==> src/rtl/vend_pkg.sv <==
// Shared types and constants for the vending controller: state encoding,
// coin codes, bus widths and the coin-to-cents mapping.
package vend_pkg;

  localparam int unsigned CREDIT_W = 7;
  localparam int unsigned COIN_W   = 2;
  localparam int unsigned SEL_W    = 2;
  localparam int unsigned CENTS_W  = 5;
  localparam int unsigned STATE_W  = 2;

  typedef enum logic [STATE_W-1:0] {
    ST_IDLE    = 2'b00,
    ST_COLLECT = 2'b01,
    ST_VEND    = 2'b10,
    ST_CHANGE  = 2'b11
  } state_t;

  localparam logic [COIN_W-1:0] COIN_NONE = 2'b00;
  localparam logic [COIN_W-1:0] COIN_5    = 2'b01;
  localparam logic [COIN_W-1:0] COIN_10   = 2'b10;
  localparam logic [COIN_W-1:0] COIN_25   = 2'b11;

  localparam logic [CENTS_W-1:0] NICKEL_CENTS = 5'd5;

  // Face value in cents of a coin code; COIN_NONE is worth nothing.
  function automatic logic [CENTS_W-1:0] coin_value(input logic [COIN_W-1:0] code);
    logic [CENTS_W-1:0] cents;
    case (code)
      COIN_5:  cents = 5'd5;
      COIN_10: cents = 5'd10;
      COIN_25: cents = 5'd25;
      default: cents = 5'd0;
    endcase
    return cents;
  endfunction

endpackage

==> src/rtl/vend_controller_if.sv <==
// Customer/dispenser signal bundle of the vending controller; master drives
// the requests, slave is the controller.
interface vend_controller_if;
  import vend_pkg::*;

  logic [COIN_W-1:0]   coin;
  logic [SEL_W-1:0]    sel;
  logic                buy;
  logic                cancel;
  logic                disp_ack;
  logic                vend;
  logic [SEL_W-1:0]    vend_sel;
  logic                change_nickel;
  logic                coin_reject;
  logic [CREDIT_W-1:0] credit;
  logic [STATE_W-1:0]  Out_state;

  modport master (
    output coin, sel, buy, cancel, disp_ack,
    input  vend, vend_sel, change_nickel, coin_reject, credit, Out_state
  );

  modport slave (
    input  coin, sel, buy, cancel, disp_ack,
    output vend, vend_sel, change_nickel, coin_reject, credit, Out_state
  );

endinterface

==> src/rtl/vend_coin_decode.sv <==
// Combinational coin decoder: 2-bit coin code to its value in cents.
module vend_coin_decode
  import vend_pkg::*;
(
  input  logic [COIN_W-1:0]  coin,
  output logic [CENTS_W-1:0] cents_c
);

  assign cents_c = coin_value(coin);

endmodule

==> src/rtl/vend_controller.sv <==
// Coin-operated vending controller: accumulates credit, sells one product per
// purchase, holds the dispense request until acknowledged and returns change in nickels.
module vend_controller
  import vend_pkg::*;
#(
  parameter int unsigned CREDIT_MAX = 100,
  parameter int unsigned PRICE0     = 25,
  parameter int unsigned PRICE1     = 35,
  parameter int unsigned PRICE2     = 50,
  parameter int unsigned PRICE3     = 65
) (
  input  logic              clk,
  input  logic              reset,
  vend_controller_if.slave  bus
);

  state_t              state_q, state_d;
  logic [CREDIT_W-1:0] credit_q, credit_d;
  logic                vend_q, vend_d;
  logic [SEL_W-1:0]    vend_sel_q, vend_sel_d;
  logic                nickel_q, nickel_d;
  logic                reject_q, reject_d;

  logic [CENTS_W-1:0]  coin_cents;
  logic [CREDIT_W-1:0] price_c;
  logic [CREDIT_W:0]   credit_sum;
  logic                coin_present;
  logic                coin_fits;
  logic                can_buy;

  vend_coin_decode u_coin_decode (
    .coin    (bus.coin),
    .cents_c (coin_cents)
  );

  // Price of the currently selected product.
  always_comb begin
    case (bus.sel)
      2'd0:    price_c = CREDIT_W'(PRICE0);
      2'd1:    price_c = CREDIT_W'(PRICE1);
      2'd2:    price_c = CREDIT_W'(PRICE2);
      default: price_c = CREDIT_W'(PRICE3);
    endcase
  end

  // One extra bit so credit+coin cannot wrap before the ceiling compare.
  assign credit_sum   = (CREDIT_W+1)'(credit_q) + (CREDIT_W+1)'(coin_cents);
  assign coin_present = (bus.coin != COIN_NONE);
  assign coin_fits    = (credit_sum <= (CREDIT_W+1)'(CREDIT_MAX));
  assign can_buy      = bus.buy && (credit_q >= price_c);

  // State and output registers.
  always_ff @(posedge clk) begin
    if (reset) begin
      state_q    <= ST_IDLE;
      credit_q   <= '0;
      vend_q     <= 1'b0;
      vend_sel_q <= '0;
      nickel_q   <= 1'b0;
      reject_q   <= 1'b0;
    end else begin
      state_q    <= state_d;
      credit_q   <= credit_d;
      vend_q     <= vend_d;
      vend_sel_q <= vend_sel_d;
      nickel_q   <= nickel_d;
      reject_q   <= reject_d;
    end
  end

  // Next-state logic; in COLLECT cancel outranks buy.
  always_comb begin
    state_d = state_q;
    case (state_q)
      ST_IDLE: begin
        if (coin_present && coin_fits) state_d = ST_COLLECT;
      end
      ST_COLLECT: begin
        if (bus.cancel)   state_d = ST_CHANGE;
        else if (can_buy) state_d = ST_VEND;
      end
      ST_VEND: begin
        if (bus.disp_ack) state_d = (credit_q != '0) ? ST_CHANGE : ST_IDLE;
      end
      default: begin
        if (credit_q == '0) state_d = ST_IDLE;
      end
    endcase
  end

  // Next output values; a coin is only credited when nothing else claims the cycle.
  always_comb begin
    credit_d   = credit_q;
    vend_d     = vend_q;
    vend_sel_d = vend_sel_q;
    nickel_d   = 1'b0;
    reject_d   = 1'b0;
    case (state_q)
      ST_IDLE: begin
        if (coin_present) begin
          if (coin_fits) credit_d = credit_sum[CREDIT_W-1:0];
          else           reject_d = 1'b1;
        end
      end
      ST_COLLECT: begin
        if (bus.cancel) begin
          reject_d = coin_present;
        end else if (can_buy) begin
          vend_d     = 1'b1;
          vend_sel_d = bus.sel;
          credit_d   = credit_q - price_c;
          reject_d   = coin_present;
        end else if (coin_present) begin
          if (coin_fits) credit_d = credit_sum[CREDIT_W-1:0];
          else           reject_d = 1'b1;
        end
      end
      ST_VEND: begin
        reject_d = coin_present;
        if (bus.disp_ack) vend_d = 1'b0;
      end
      default: begin
        reject_d = coin_present;
        if (credit_q != '0) begin
          credit_d = credit_q - CREDIT_W'(NICKEL_CENTS);
          nickel_d = 1'b1;
        end
      end
    endcase
  end

  assign bus.Out_state     = state_q;
  assign bus.credit        = credit_q;
  assign bus.vend          = vend_q;
  assign bus.vend_sel      = vend_sel_q;
  assign bus.change_nickel = nickel_q;
  assign bus.coin_reject   = reject_q;

endmodule

==> src/flat_wrapper.sv <==
// flat-port wrapper written by rule: the top's interface ports become plain ports
module vend_controller_flat import vend_pkg::*;
#(
  parameter int unsigned CREDIT_MAX = 100,
  parameter int unsigned PRICE0     = 25,
  parameter int unsigned PRICE1     = 35,
  parameter int unsigned PRICE2     = 50,
  parameter int unsigned PRICE3     = 65
)
  (clk, reset, bus_coin, bus_sel, bus_buy, bus_cancel, bus_disp_ack, bus_vend, bus_vend_sel, bus_change_nickel, bus_coin_reject, bus_credit, bus_Out_state);
  vend_controller_if bus_i ();
  input  logic clk;
  input  logic reset;
  input wire logic [$bits(bus_i.coin)-1:0] bus_coin;
  input wire logic [$bits(bus_i.sel)-1:0] bus_sel;
  input wire logic [$bits(bus_i.buy)-1:0] bus_buy;
  input wire logic [$bits(bus_i.cancel)-1:0] bus_cancel;
  input wire logic [$bits(bus_i.disp_ack)-1:0] bus_disp_ack;
  output wire logic [$bits(bus_i.vend)-1:0] bus_vend;
  output wire logic [$bits(bus_i.vend_sel)-1:0] bus_vend_sel;
  output wire logic [$bits(bus_i.change_nickel)-1:0] bus_change_nickel;
  output wire logic [$bits(bus_i.coin_reject)-1:0] bus_coin_reject;
  output wire logic [$bits(bus_i.credit)-1:0] bus_credit;
  output wire logic [$bits(bus_i.Out_state)-1:0] bus_Out_state;
  assign bus_i.coin = bus_coin;
  assign bus_i.sel = bus_sel;
  assign bus_i.buy = bus_buy;
  assign bus_i.cancel = bus_cancel;
  assign bus_i.disp_ack = bus_disp_ack;
  assign bus_vend = bus_i.vend;
  assign bus_vend_sel = bus_i.vend_sel;
  assign bus_change_nickel = bus_i.change_nickel;
  assign bus_coin_reject = bus_i.coin_reject;
  assign bus_credit = bus_i.credit;
  assign bus_Out_state = bus_i.Out_state;
  vend_controller #(.CREDIT_MAX(CREDIT_MAX), .PRICE0(PRICE0), .PRICE1(PRICE1), .PRICE2(PRICE2), .PRICE3(PRICE3)) u_core (.clk(clk), .reset(reset), .bus(bus_i));
endmodule
==> config.mk <==
export PLATFORM = sky130hd
export DESIGN_NAME = vend_controller_flat
export DESIGN_NICKNAME = d
export VERILOG_FILES = /design/src/rtl/vend_pkg.sv /design/src/rtl/vend_controller_if.sv /design/src/rtl/vend_coin_decode.sv /design/src/rtl/vend_controller.sv /design/src/flat_wrapper.sv
export SDC_FILE = /design/constraint.sdc
export NUM_CORES = 1
export LEC_CHECK = 0
export CAP_MARGIN = 25
export CORE_ASPECT_RATIO = 0.8
export CORE_MARGIN = 1
export CORE_UTILIZATION = 55
export DETAILED_ROUTE_END_ITERATION = 8
export GPL_ROUTABILITY_DRIVEN = 0
export HOLD_SLACK_MARGIN = 0.03
export PLACE_DENSITY = 0.8
export RECOVER_POWER = 100
export SYNTH_ARGS = -nofsm -noshare
export SYNTH_HDL_FRONTEND = slang
export SYNTH_HIERARCHICAL = 1
export SYNTH_SLANG_ARGS = --single-unit
==> constraint.sdc <==
create_clock -name clk -period 8.5 [get_ports clk]
set_clock_uncertainty 0.2 [all_clocks]
set_input_delay 1.275 -clock clk [delete_from_list [all_inputs] [get_ports clk]]
set_output_delay 1.275 -clock clk [all_outputs]
set_load 0.05 [all_outputs]
==> results.yml <==
floorplanning:
  die_x_um: 64.3
  fp.coreArea_mm2: 0.00285
  dieArea_mm2: 0.00333
  start_util_pct: 59.9
  ios: 23
  rows: 17
  die_h_um: 51.8
sta:
  drv_slew: 0
  max_slew_margin_pct: 44.5
  setup_violations: 0
  post-route-period-util_pct: 55.7
  fin_setup_tns_ns: 0
  rsz0062_at_grt: "no"
  max_clock_freq_mhz: 211
  worstMarginPinSlew_ns: 0.811
  hold_viol: 0
  fin_crit_ns: 4.74
worst_setup_path:
  worstPathArrival_ns: 4.67
  end_kind: "flop"
  cp_cell_sequence: "dlygate4sd3_1 > ha_1 > inv_1 > fa_1 > nand2b_1 > a211oi_1 > o211ai_1 > a22oi_1 > a21o_1 > nor2_1 > o32ai_1"
  critical_path_required_ns: 8.43
  r2r-start: "u_core/bus.credit[1]$_SDFFE_PP0P_"
  crit_path_start: "bus_coin[0]"
  start_kind: "primary input"
  crit_fanout: 7
  cp_slowest_cell: "dlygate4sd3_1"
  crit_family: "compound AO/OA/AOI/OAI gates"
  worstSetupPathType: "primary input to flop"
  timing.critical_path.buf_inv: 2
  max_stage_delay_ns: 0.72
pwr:
  ir_worst_vdd_v: 0.000236
  p_leak_nw: 0.828
  power_per_cell_area_mw_per_mm2: 382
  p_total_uw: 751
clock_tree:
  htreeDepth: 1
  clk_path_buf_depth: 2
  cts_made_buffers: 3
  cts.clk_slew.worst_paths_ns: 0.06
  cts_root_buffer: "clkbuf_8"
  hold_buffers: 0
  clock-sinks: 14
  cts_tree: "yes"
  clock_latency_ns: 0.25
  cts_setup_buffers: 0
  cts_resized: 0
cells_and_area:
  nFillCells: 251
  final_common_cell: "nor2_1"
  fin_cells: 272
  fin_nets: 262
  area_delta_synth_final_pct: 15.1
  num_antenna_cells: 0
  drive_above_1_share_pct: 8.55
  final_cell_mix: "nor2_1 (20), dlygate4sd3_1 (17), inv_1 (17)"
logic_synthesis:
  synth.largest_area_cell: "dfxtp_1"
  syn_area_mm2: 0.00171
  synth_ff_type: "dfxtp_1"
  synth-warning-count: 6
  synth_edf_count: 0
  netlist_instances: 216
  yosysSeqAreaShare_pct: 16.4
  synth_seq_cells: 14
  synth_fp_nets: 243
  ys_types: 57
  ys_async_sr_fraction_pct: 0
  synth_top_area_share_pct: 16.4
  synthTopCellsByArea: "dfxtp_1 (16%), ha_1 (12%), a21oi_1 (4.7%), nor2_1 (4.4%), inv_1 (3.7%)"
  avgSynthCellArea_um2: 7.91
global_routing:
  grt_pass1_vias: 1570
  antenna_found_initial: 0
  grt.overflow.total: 0
  grtUsageTotal_pct: 30.8
  grt_max_degree: 16
  grt_pass1_wl_um: 7780
route:
  wire_per_inst_um: 17.4
  drtIter0Drc: 212
  routed_wl_um: 4740
  vias: 1773
  antenna_left: 0
  drc: 0
  via_per_inst: 6.52
  dr.pass1.iters: 7
placement:
  dp_hpwl_um: 3610
  dp_cells: 268
  port_buffers: 22
run:
  maxCapViolCount: 0
min_path:
  hold_path_startpoint: "u_core/bus.vend$_SDFFE_PP0P_"
  min-delay-path-class: "flop to flop"
run_status:
  outcome: "finished clean"
## area by class of cell
cell class	instances	area, um2	area share (%)
Multi-Input combinational cell	176	1290	65.9
Tap cell	38	47.5	2.42
Inverter	18	67.6	3.44
Clock buffer	4	55.1	2.80
Sequential cell	14	280	14.3
Timing Repair Buffer	22	220	11.2
## routing by layer
layer | up-vias | track usage (%) | part of all wire (%)
met3 | 16 | 7.89 | 12
met5 | - | 0 | 0
met4 | 0 | 4.81 | 2.3
li1 | 824 | - | -
met1 | 819 | 44.1 | 46
met2 | 114 | 46.8 | 41
## Yosys cell counts, drive strengths merged, types with 5 or more instances
master  number
clkbuf       5
xnor2        8
nor2        20
ha          16
dfxtp       14
nand4        6
a21oi       18
nand2b       6
nor2b        7
inv         18
a21o         5
nand2       16
a211oi       5
o21ai        9
## state kept, by name (all words and copies together) (netlist names)
name,flops
u_core/bus.credit,7
u_core/bus.vend,1
u_core/bus.change_nickel,1
u_core/bus.coin_reject,1
u_core/bus.Out_state,2
u_core/bus.vend_sel,2
## path summary, 6_finish.rpt
| kind | slack [ns] | cells past startpoint | endpoint |
|---|---|---|---|
| worst max-delay path | 3.76 | 11 | u_core/bus.credit[2]$_SDFFE_PP0P_ |
| worst min register to register | 0.29 | 2 | u_core/bus.vend$_SDFFE_PP0P_ |
| worst max register to register | 5.12 | 9 | u_core/bus.credit[2]$_SDFFE_PP0P_ |
| worst min-delay path | 0.29 | 2 | u_core/bus.vend$_SDFFE_PP0P_ |
## cell families after synthesis
kind of cell / share of synthesized area, %
compound gates: 31.4
xor+xnor: 5.57
fa+ha+maj: 14.1
buf+inv: 6.81
flops: 16.4
mux: 1.76
simple gates: 24.0
## metrics by stage
stage	instance area, um2	hold WS (ns)	utilization (%)	setup WS (ns)
3_5_place_dp	1930	0.292	67.6	3.91
3_3_place_gp	1930	0.281	67.6	3.97
6_report	1970	0.294	69.0	3.76
5_1_grt	1970	0.325	69.0	3.62
4_1_cts	1980	0.301	69.5	4.16
2_1_floorplan	1710	0.509	-	4.87
## report_power, final
group	internal [mW]	switching (mW)
Sequential	0.0865	0.0508
Combinational	0.204	0.343
Clock	0.0411	0.0258
## worst register-to-register path, cell delays in order (launching register included)
cell	delay, ns
dfxtp_1	0.47
inv_1	0.16
fa_1	0.50
nand2b_1	0.21
a211oi_1	0.36
o211ai_1	0.13
a22oi_1	0.54
a21o_1	0.28
nor2_1	0.06
o32ai_1	0.36
Power figures use the tool's default switching activity.
